--- src/rtl/axi_lite_pkg.sv ---
// Shared definitions for the AXI-lite initiator: response codes, FSM states and default widths.
package axi_lite_pkg;

    localparam int ADDR_W_DEF         = 32;
    localparam int DATA_W_DEF         = 64;
    localparam int TIMEOUT_CYCLES_DEF = 256;

    localparam logic [1:0] OKAY   = 2'b00;
    localparam logic [1:0] EXOKAY = 2'b01;
    localparam logic [1:0] SLVERR = 2'b10;
    localparam logic [1:0] DECERR = 2'b11;

    typedef enum logic [2:0] {
        IDLE,
        RD_A,
        RD_D,
        WR_AW,
        WR_B,
        RESP
    } mst_state_e;

endpackage

--- src/rtl/axi_lite_mst_wdog.sv ---
// Watchdog for axi_lite_mst: counts cycles spent in one busy state and flags expiry.
// Only instantiated when AXI_LITE_MST_TIMEOUT_EN is defined.
module axi_lite_mst_wdog #(
    parameter int TIMEOUT_CYCLES = 256
) (
    input  logic aclk,
    input  logic areset,
    input  logic clear,
    input  logic busy,
    output logic expired
);

    localparam int CNT_W = $clog2(TIMEOUT_CYCLES) + 1;

    logic [CNT_W-1:0] count;

    // The count holds the number of completed cycles already spent in the current state.
    always_ff @(posedge aclk or posedge areset) begin
        if (areset) begin
            count <= '0;
        end else if (clear || !busy) begin
            count <= '0;
        end else begin
            count <= count + 1'b1;
        end
    end

    assign expired = busy && (count == CNT_W'(TIMEOUT_CYCLES - 1));

endmodule

--- src/rtl/axi_lite_mst.sv ---
// AXI-lite initiator: turns a single-outstanding core request/response port into AR/R/AW/W/B traffic.
// Optional watchdog timeout enabled by defining AXI_LITE_MST_TIMEOUT_EN.
module axi_lite_mst
    import axi_lite_pkg::*;
#(
    parameter int ADDR_W         = ADDR_W_DEF,
    parameter int DATA_W         = DATA_W_DEF,
    parameter int TIMEOUT_CYCLES = TIMEOUT_CYCLES_DEF
) (
    input  logic                aclk,
    input  logic                areset,
    input  logic                req_valid,
    output logic                req_ready,
    input  logic                req_wen,
    input  logic [ADDR_W-1:0]   req_addr,
    input  logic [DATA_W-1:0]   req_wdata,
    input  logic [DATA_W/8-1:0] req_wstrb,
    output logic                resp_valid,
    input  logic                resp_ready,
    output logic [DATA_W-1:0]   resp_rdata,
    output logic                resp_err,
    output logic [ADDR_W-1:0]   araddr,
    output logic                arvalid,
    input  logic                arready,
    input  logic [DATA_W-1:0]   rdata,
    input  logic [1:0]          rresp,
    input  logic                rvalid,
    output logic                rready,
    output logic [ADDR_W-1:0]   awaddr,
    output logic                awvalid,
    input  logic                awready,
    output logic [DATA_W-1:0]   wdata,
    output logic [DATA_W/8-1:0] wstrb,
    output logic                wvalid,
    input  logic                wready,
    input  logic [1:0]          bresp,
    input  logic                bvalid,
    output logic                bready
);

    mst_state_e state, state_d;

    logic                req_ready_d, resp_valid_d, resp_err_d;
    logic [DATA_W-1:0]   resp_rdata_d, wdata_d;
    logic [ADDR_W-1:0]   araddr_d, awaddr_d;
    logic [DATA_W/8-1:0] wstrb_d;
    logic                arvalid_d, rready_d, awvalid_d, wvalid_d, bready_d;
    logic                timeout_hit;

`ifdef AXI_LITE_MST_TIMEOUT_EN
    logic busy;

    assign busy = (state == RD_A) || (state == RD_D) || (state == WR_AW) || (state == WR_B);

    axi_lite_mst_wdog #(
        .TIMEOUT_CYCLES (TIMEOUT_CYCLES)
    ) u_wdog (
        .aclk    (aclk),
        .areset  (areset),
        .clear   (state_d != state),
        .busy    (busy),
        .expired (timeout_hit)
    );
`else
    assign timeout_hit = 1'b0;
`endif

    // Next-state and next-output logic; every output is registered below.
    always_comb begin
        state_d      = state;
        req_ready_d  = req_ready;
        resp_valid_d = resp_valid;
        resp_rdata_d = resp_rdata;
        resp_err_d   = resp_err;
        araddr_d     = araddr;
        arvalid_d    = arvalid;
        rready_d     = rready;
        awaddr_d     = awaddr;
        awvalid_d    = awvalid;
        wdata_d      = wdata;
        wstrb_d      = wstrb;
        wvalid_d     = wvalid;
        bready_d     = bready;

        case (state)
            IDLE: begin
                req_ready_d = 1'b1;
`ifdef AXI_LITE_MST_TIMEOUT_EN
                rready_d = 1'b1;
                bready_d = 1'b1;
`endif
                if (req_valid) begin
                    req_ready_d = 1'b0;
                    rready_d    = 1'b0;
                    bready_d    = 1'b0;
                    if (req_wen) begin
                        awaddr_d  = req_addr;
                        wdata_d   = req_wdata;
                        wstrb_d   = req_wstrb;
                        awvalid_d = 1'b1;
                        wvalid_d  = 1'b1;
                        state_d   = WR_AW;
                    end else begin
                        araddr_d  = req_addr;
                        arvalid_d = 1'b1;
                        state_d   = RD_A;
                    end
                end
            end
            RD_A: begin
                if (arready) begin
                    arvalid_d = 1'b0;
                    rready_d  = 1'b1;
                    state_d   = RD_D;
                end
            end
            RD_D: begin
                if (rvalid) begin
                    resp_rdata_d = rdata;
                    resp_err_d   = (rresp != OKAY);
                    rready_d     = 1'b0;
                    resp_valid_d = 1'b1;
                    state_d      = RESP;
                end
            end
            WR_AW: begin
                // A valid already low means its handshake happened in an earlier cycle.
                awvalid_d = awvalid && !awready;
                wvalid_d  = wvalid && !wready;
                if (!awvalid_d && !wvalid_d) begin
                    bready_d = 1'b1;
                    state_d  = WR_B;
                end
            end
            WR_B: begin
                if (bvalid) begin
                    resp_rdata_d = '0;
                    resp_err_d   = (bresp != OKAY);
                    bready_d     = 1'b0;
                    resp_valid_d = 1'b1;
                    state_d      = RESP;
                end
            end
            RESP: begin
                if (resp_ready) begin
                    resp_valid_d = 1'b0;
                    req_ready_d  = 1'b1;
                    state_d      = IDLE;
`ifdef AXI_LITE_MST_TIMEOUT_EN
                    rready_d = 1'b1;
                    bready_d = 1'b1;
`endif
                end
            end
            default: begin
                state_d     = IDLE;
                req_ready_d = 1'b1;
            end
        endcase

        if (timeout_hit) begin
            arvalid_d    = 1'b0;
            awvalid_d    = 1'b0;
            wvalid_d     = 1'b0;
            rready_d     = 1'b0;
            bready_d     = 1'b0;
            resp_err_d   = 1'b1;
            resp_rdata_d = '0;
            resp_valid_d = 1'b1;
            state_d      = RESP;
        end
    end

    always_ff @(posedge aclk or posedge areset) begin
        if (areset) begin
            state      <= IDLE;
            req_ready  <= 1'b1;
            resp_valid <= 1'b0;
            resp_rdata <= '0;
            resp_err   <= 1'b0;
            araddr     <= '0;
            arvalid    <= 1'b0;
            rready     <= 1'b0;
            awaddr     <= '0;
            awvalid    <= 1'b0;
            wdata      <= '0;
            wstrb      <= '0;
            wvalid     <= 1'b0;
            bready     <= 1'b0;
        end else begin
            state      <= state_d;
            req_ready  <= req_ready_d;
            resp_valid <= resp_valid_d;
            resp_rdata <= resp_rdata_d;
            resp_err   <= resp_err_d;
            araddr     <= araddr_d;
            arvalid    <= arvalid_d;
            rready     <= rready_d;
            awaddr     <= awaddr_d;
            awvalid    <= awvalid_d;
            wdata      <= wdata_d;
            wstrb      <= wstrb_d;
            wvalid     <= wvalid_d;
            bready     <= bready_d;
        end
    end

endmodule

--- config.mk ---
export PLATFORM = sky130hd
export DESIGN_NAME = axi_lite_mst
export DESIGN_NICKNAME = d
export VERILOG_FILES = /design/src/rtl/axi_lite_pkg.sv /design/src/rtl/axi_lite_mst_wdog.sv /design/src/rtl/axi_lite_mst.sv
export SDC_FILE = /design/constraint.sdc
export NUM_CORES = 1
export LEC_CHECK = 0
export BUFFER_PORTS_ARGS = -buffer_cell sky130_fd_sc_hd__buf_2
export CORE_AREA = 2 2 153 155
export CTS_CLUSTER_SIZE = 16
export DETAILED_ROUTE_END_ITERATION = 10
export DIE_AREA = 0 0 155 157
export PLACE_DENSITY = 0.68
export SLEW_MARGIN = 25
export SYNTH_ARGS = -nofsm -noshare
export SYNTH_HDL_FRONTEND = slang
export SYNTH_SLANG_ARGS = --single-unit
--- constraint.sdc ---
create_clock -name aclk -period 19.1 [get_ports aclk]
set_input_delay 4.775 -clock aclk [delete_from_list [all_inputs] [get_ports aclk]]
set_output_delay 4.775 -clock aclk [all_outputs]
set_load 0.005 [all_outputs]
==> impl_results.html <==
<table>
<tr><th>Metric</th><th>Value</th></tr>
<tr><th colspan="2">Synthesis</th></tr>
<tr><td>Count of state elements after synthesis</td><td>211</td></tr>
<tr><td>Number of warning messages in the yosys log</td><td>0</td></tr>
<tr><td>Combined area of all synthesized cells</td><td>0.00832 sq mm</td></tr>
<tr><td>Count of unique library cells instantiated by Yosys</td><td>32</td></tr>
<tr><td>Synthesized netlist cell count</td><td>approximately 640</td></tr>
<tr><td>Number of nets produced by synthesis</td><td>818</td></tr>
<tr><td>Mapped Avg Cell Area</td><td>13.1 sq um</td></tr>
<tr><td>Fraction of the yosys area taken by sequential cells</td><td>0.634</td></tr>
<tr><th colspan="2">Route</th></tr>
<tr><td>Final wirelength</td><td>between 20,000 and 25,000 um</td></tr>
<tr><td>Residual antenna-violating net count after detailed routing</td><td>0</td></tr>
<tr><td>Vias post-DR</td><td>about 6,100</td></tr>
<tr><td>Iteration-0 DRC Markers</td><td>between 200 and 250</td></tr>
<tr><td>Detailed-route vias per instance</td><td>about 4.6</td></tr>
<tr><td>Number of iterations in the first detailed-routing pass</td><td>4</td></tr>
<tr><td>Post-detailed-route wirelength per cell</td><td>between 15 and 20 um</td></tr>
<tr><td>DRC violation count after routing</td><td>0</td></tr>
<tr><th colspan="2">Clocking</th></tr>
<tr><td>Post_cts resized</td><td>0</td></tr>
<tr><td>Clock sink total</td><td>roughly 210</td></tr>
<tr><td>Master cell of the clock root buffer</td><td>clkbuf_16</td></tr>
<tr><td>H-tree depth</td><td>1</td></tr>
<tr><td>Count of hold-fix buffers inserted at cts</td><td>0</td></tr>
<tr><td>Later-pin clock latency in the skew report</td><td>roughly 500 ps</td></tr>
<tr><td>Post-CTS setup buffers</td><td>0</td></tr>
<tr><td>TritonCTS clock tree</td><td>built</td></tr>
<tr><td>CTS max path bufs</td><td>3</td></tr>
<tr><td>Number of buffers added by the clock tree synthesis step</td><td>24</td></tr>
<tr><td>Clk slew on worst S/H paths</td><td>roughly 60 ps</td></tr>
<tr><th colspan="2">Status</th></tr>
<tr><td>Result of the run</td><td>completed</td></tr>
<tr><th colspan="2">Global route</th></tr>
<tr><td>Antenna violations before repair</td><td>2</td></tr>
<tr><td>Global-route wire length before repair</td><td>around 33,000 um</td></tr>
<tr><td>Maximum number of pins on one net before global-route repair</td><td>about 140</td></tr>
<tr><td>GRT Residual Overflow</td><td>0</td></tr>
<tr><td>Vias in the first global route</td><td>6,082</td></tr>
<tr><td>Tot GR Track Use</td><td>0.169</td></tr>
<tr><th colspan="2">Cells and area</th></tr>
<tr><td>Area added between synthesis and finish</td><td>35.6%</td></tr>
<tr><td>Final #Nets</td><td>between 1,000 and 1,500</td></tr>
<tr><td>Fraction of final layout cells with drive strength greater than 1</td><td>0.557</td></tr>
<tr><td>Commonest non-fill, non-tap cells in the layout</td><td>buf_2 (389), dfrtp_1 (210), nand2_1 (134)</td></tr>
<tr><td>Layout Cells excl Fill</td><td>1,319</td></tr>
<tr><td>Most common library cell in the layout ignoring fill and taps</td><td>buf_2</td></tr>
<tr><th colspan="2">Critical path</th></tr>
<tr><td>Critical path arrival</td><td>roughly 6700 ps</td></tr>
<tr><td>Cell type of the slowest stage on the worst timing path</td><td>buf_6</td></tr>
<tr><td>Delay-heaviest family, CP</td><td>buffers and inverters</td></tr>
<tr><td>Reg2reg end</td><td>wdata[14]</td></tr>
<tr><td>Critical Path RT</td><td>~20,000 ps</td></tr>
<tr><td>Stages on worst setup path</td><td>5</td></tr>
<tr><td>Worst setup EP type</td><td>flip-flop</td></tr>
<tr><td>Combined buffer and inverter count along the critical path</td><td>2</td></tr>
<tr><td>Start-to-end type of the worst setup path</td><td>in2reg</td></tr>
<tr><td>Launching element of the worst setup path</td><td>req_valid</td></tr>
<tr><td>Endpoint of the most critical setup path</td><td>wdata[14]</td></tr>
<tr><td>Origin of the critical flop-to-flop path</td><td>state[2]</td></tr>
<tr><td>Kind of start point of the critical path</td><td>input port</td></tr>
<tr><td>Worst-path cell chain</td><td>buf_2, nor4b_4, nand2_4, buf_6, mux2_2</td></tr>
<tr><td>FF-to-FF path depth</td><td>4</td></tr>
<tr><td>Setup slack of the most critical reg-to-reg path</td><td>16,490 ps</td></tr>
<tr><td>Highest fanout seen on the critical path</td><td>70</td></tr>
<tr><td>Delay of the slowest cell on the worst path</td><td>slightly above 600 ps</td></tr>
<tr><th colspan="2">STA</th></tr>
<tr><td>Final Worst Setup Slack</td><td>roughly 13,000 ps</td></tr>
<tr><td>Setup total negative slack</td><td>0 ps</td></tr>
<tr><td>Highest attainable clock frequency</td><td>around 160 MHz</td></tr>
<tr><td>Worst hold margin</td><td>472 ps</td></tr>
<tr><td>Final hold viol count</td><td>0</td></tr>
<tr><td>Final Critical Period</td><td>approximately 6300 ps</td></tr>
<tr><td>Part of the cycle the worst path needs</td><td>0.329</td></tr>
<tr><td>Tightest slew margin relative to the limit</td><td>0.412</td></tr>
<tr><td>Final count of negative-setup-slack endpoints</td><td>0</td></tr>
<tr><td>Slew at the pin closest to its max-slew limit</td><td>882 ps</td></tr>
<tr><td>Final Max Tran Viols</td><td>0</td></tr>
<tr><td>Unrepaired setup endpoints after global routing</td><td>false</td></tr>
<tr><td>Layout Skew</td><td>between 7 and 8 ps</td></tr>
<tr><th colspan="2">Power and ir drop</th></tr>
<tr><td>Flop pwr share</td><td>0.419</td></tr>
<tr><td>Net Sw Frac</td><td>0.311</td></tr>
<tr><td>Internal power</td><td>~1.3 mW</td></tr>
<tr><td>Share of total power in combinational logic</td><td>0.342</td></tr>
<tr><td>Static power due to leakage</td><td>between 6 and 7 nW</td></tr>
<tr><td>Clock network fraction of design power</td><td>0.239</td></tr>
<tr><td>Pwr dens</td><td>approximately 170 mW/mm^2</td></tr>
<tr><td>Worst vdd rail ir drop</td><td>0.0790 mV</td></tr>
<tr><td>Switching power</td><td>approximately 0.59 mW</td></tr>
<tr><th colspan="2">Floorplanning</th></tr>
<tr><td>X dimension of the die</td><td>around 160 um</td></tr>
<tr><td>Site Rows</td><td>55</td></tr>
<tr><td>Die Footprint</td><td>0.0243 sq mm</td></tr>
<tr><td>Count of boundary I/O pins</td><td>390</td></tr>
<tr><td>Starting density of the core</td><td>0.370</td></tr>
<tr><td>Die Height</td><td>between 150 and 200 um</td></tr>
<tr><td>Placeable Area</td><td>approximately 0.023 sq mm</td></tr>
<tr><th colspan="2">Place</th></tr>
<tr><td>Cell Count Post-Placement</td><td>around 1,300</td></tr>
<tr><td>Final GP Congestion</td><td>about 0.77</td></tr>
<tr><td>Hpwl dp</td><td>roughly 15,000 um</td></tr>
<tr><td>Worst setup slack after placement</td><td>roughly 12,000 ps</td></tr>
<tr><td>Input/output buffers</td><td>~390</td></tr>
<tr><th colspan="2">Hold path</th></tr>
<tr><td>Min-delay worst type</td><td>reg2reg</td></tr>
<tr><th colspan="2">Job</th></tr>
<tr><td>Max-cap violation count</td><td>0</td></tr>
</table>
[logic make-up (layout without fill, tap and decap cells)]
family                 count (synthesis)  in the layout  synth area share
DFF                                  211            211             0.634
and+or+nand+nor                      152            152            0.0750
muxes                                138            138             0.204
AOI/OAI and AO/OA                     88             88            0.0579
buffers and inverters                 47            444            0.0292
other                                  0              1                 0
[metal layers]
metal  global-route usage  part of all wire
met5                    0           0.00060
met4               0.0600             0.030
met3               0.0611             0.099
met2                0.279              0.48
met1                0.204              0.39
[state kept, by name (all words and copies together) (netlist names)]
| register | flops |
|---|---|
| resp_valid | 1 |
| araddr | 32 |
| req_ready | 1 |
| state | 3 |
| awaddr | 32 |
| arvalid | 1 |
| wvalid | 1 |
| awvalid | 1 |
| rready | 1 |
| wstrb | 8 |
| resp_rdata | 64 |
| resp_err | 1 |
| bready | 1 |
| wdata | 64 |
[Yosys cell counts]
cell      count  share of area
dfstp_2       1         0.0032
and3_1        1        0.00075
mux2i_1       2         0.0024
clkbuf_1     16         0.0072
a311oi_1      1         0.0011
nand3b_1      3         0.0027
nor2b_1       1        0.00075
inv_1         6         0.0027
nand2_2       1        0.00075
o221ai_1      1         0.0011
a32oi_1       2         0.0021
o22ai_1       1        0.00075
mux2_2       98           0.13
buf_1         5         0.0023
a211oi_1      2         0.0018
nor4b_4       1         0.0029
nor3_1        2         0.0012
a21oi_1       6         0.0036
a31o_2        1         0.0011
nand2b_1      5         0.0038
buf_4         4         0.0036
nor2_1        3         0.0014
buf_6         5         0.0068
mux2_4       38          0.069
o31ai_1       2         0.0018
dfrtp_1     210           0.63
nand2_1     135          0.061
buf_2        11         0.0066
a21o_1        1        0.00090
o21ai_0      68          0.041
o211ai_1      2         0.0018
o41ai_1       1         0.0011
[worst min path at each step]
stage | startpoint | to | slack [ps] | cells past startpoint
floorplan | req_ready | req_ready | 450 | 2
global placement | resp_rdata[12] | resp_rdata[12] | 460 | 2
detailed placement | resp_rdata[38] | resp_rdata[38] | 470 | 2
CTS | req_ready | req_ready | 480 | 2
global route | resp_rdata[38] | resp_rdata[38] | 490 | 2
finish | resp_rdata[45] | resp_rdata[45] | 470 | 2
[tightest hold or removal path: stages, from the launching register on]
cell and delay [ps]:
dfrtp_1 340, nand2_1 50, o21ai_0 60
[power by group through the flow]
stage / Combinational, mW / Sequential [mW] / Clock, mW
after detailed placement: 0.654 / 0.790 / 0
after floorplan: 0.328 / 0.797 / 0
after global placement: 0.634 / 0.784 / 0
final: 0.643 / 0.788 / 0.449
after CTS: 0.654 / 0.787 / 0.464
after global routing: 0.711 / 0.816 / 0.484
[final cells by class]
| class | count | area, sq um |
|---|---|---|
| Antenna cell | 1 | 2.50 |
| Clock buffer | 37 | 721 |
| Clock inverter | 7 | 62.6 |
| Fill cell | 2041 | 11200 |
| Inverter | 6 | 35.0 |
| Multi-Input combinational cell | 378 | 2820 |
| Sequential cell | 211 | 5280 |
| Tap cell | 285 | 357 |
| Timing Repair Buffer | 394 | 2010 |
[stage by stage]
| step | cell area, sq um | util | power, mW |
|---|---|---|---|
| after global placement | 10500 | 0.465 | 1.42 |
| after CTS | 11300 | 0.500 | 1.91 |
| after global routing | 11300 | 0.502 | 2.01 |
| after floorplan | 8320 | - | 1.13 |
| after detailed placement | 10500 | 0.465 | 1.44 |
| final | 11300 | 0.502 | 1.88 |
Note: power is estimated with default switching activity, not from simulation.
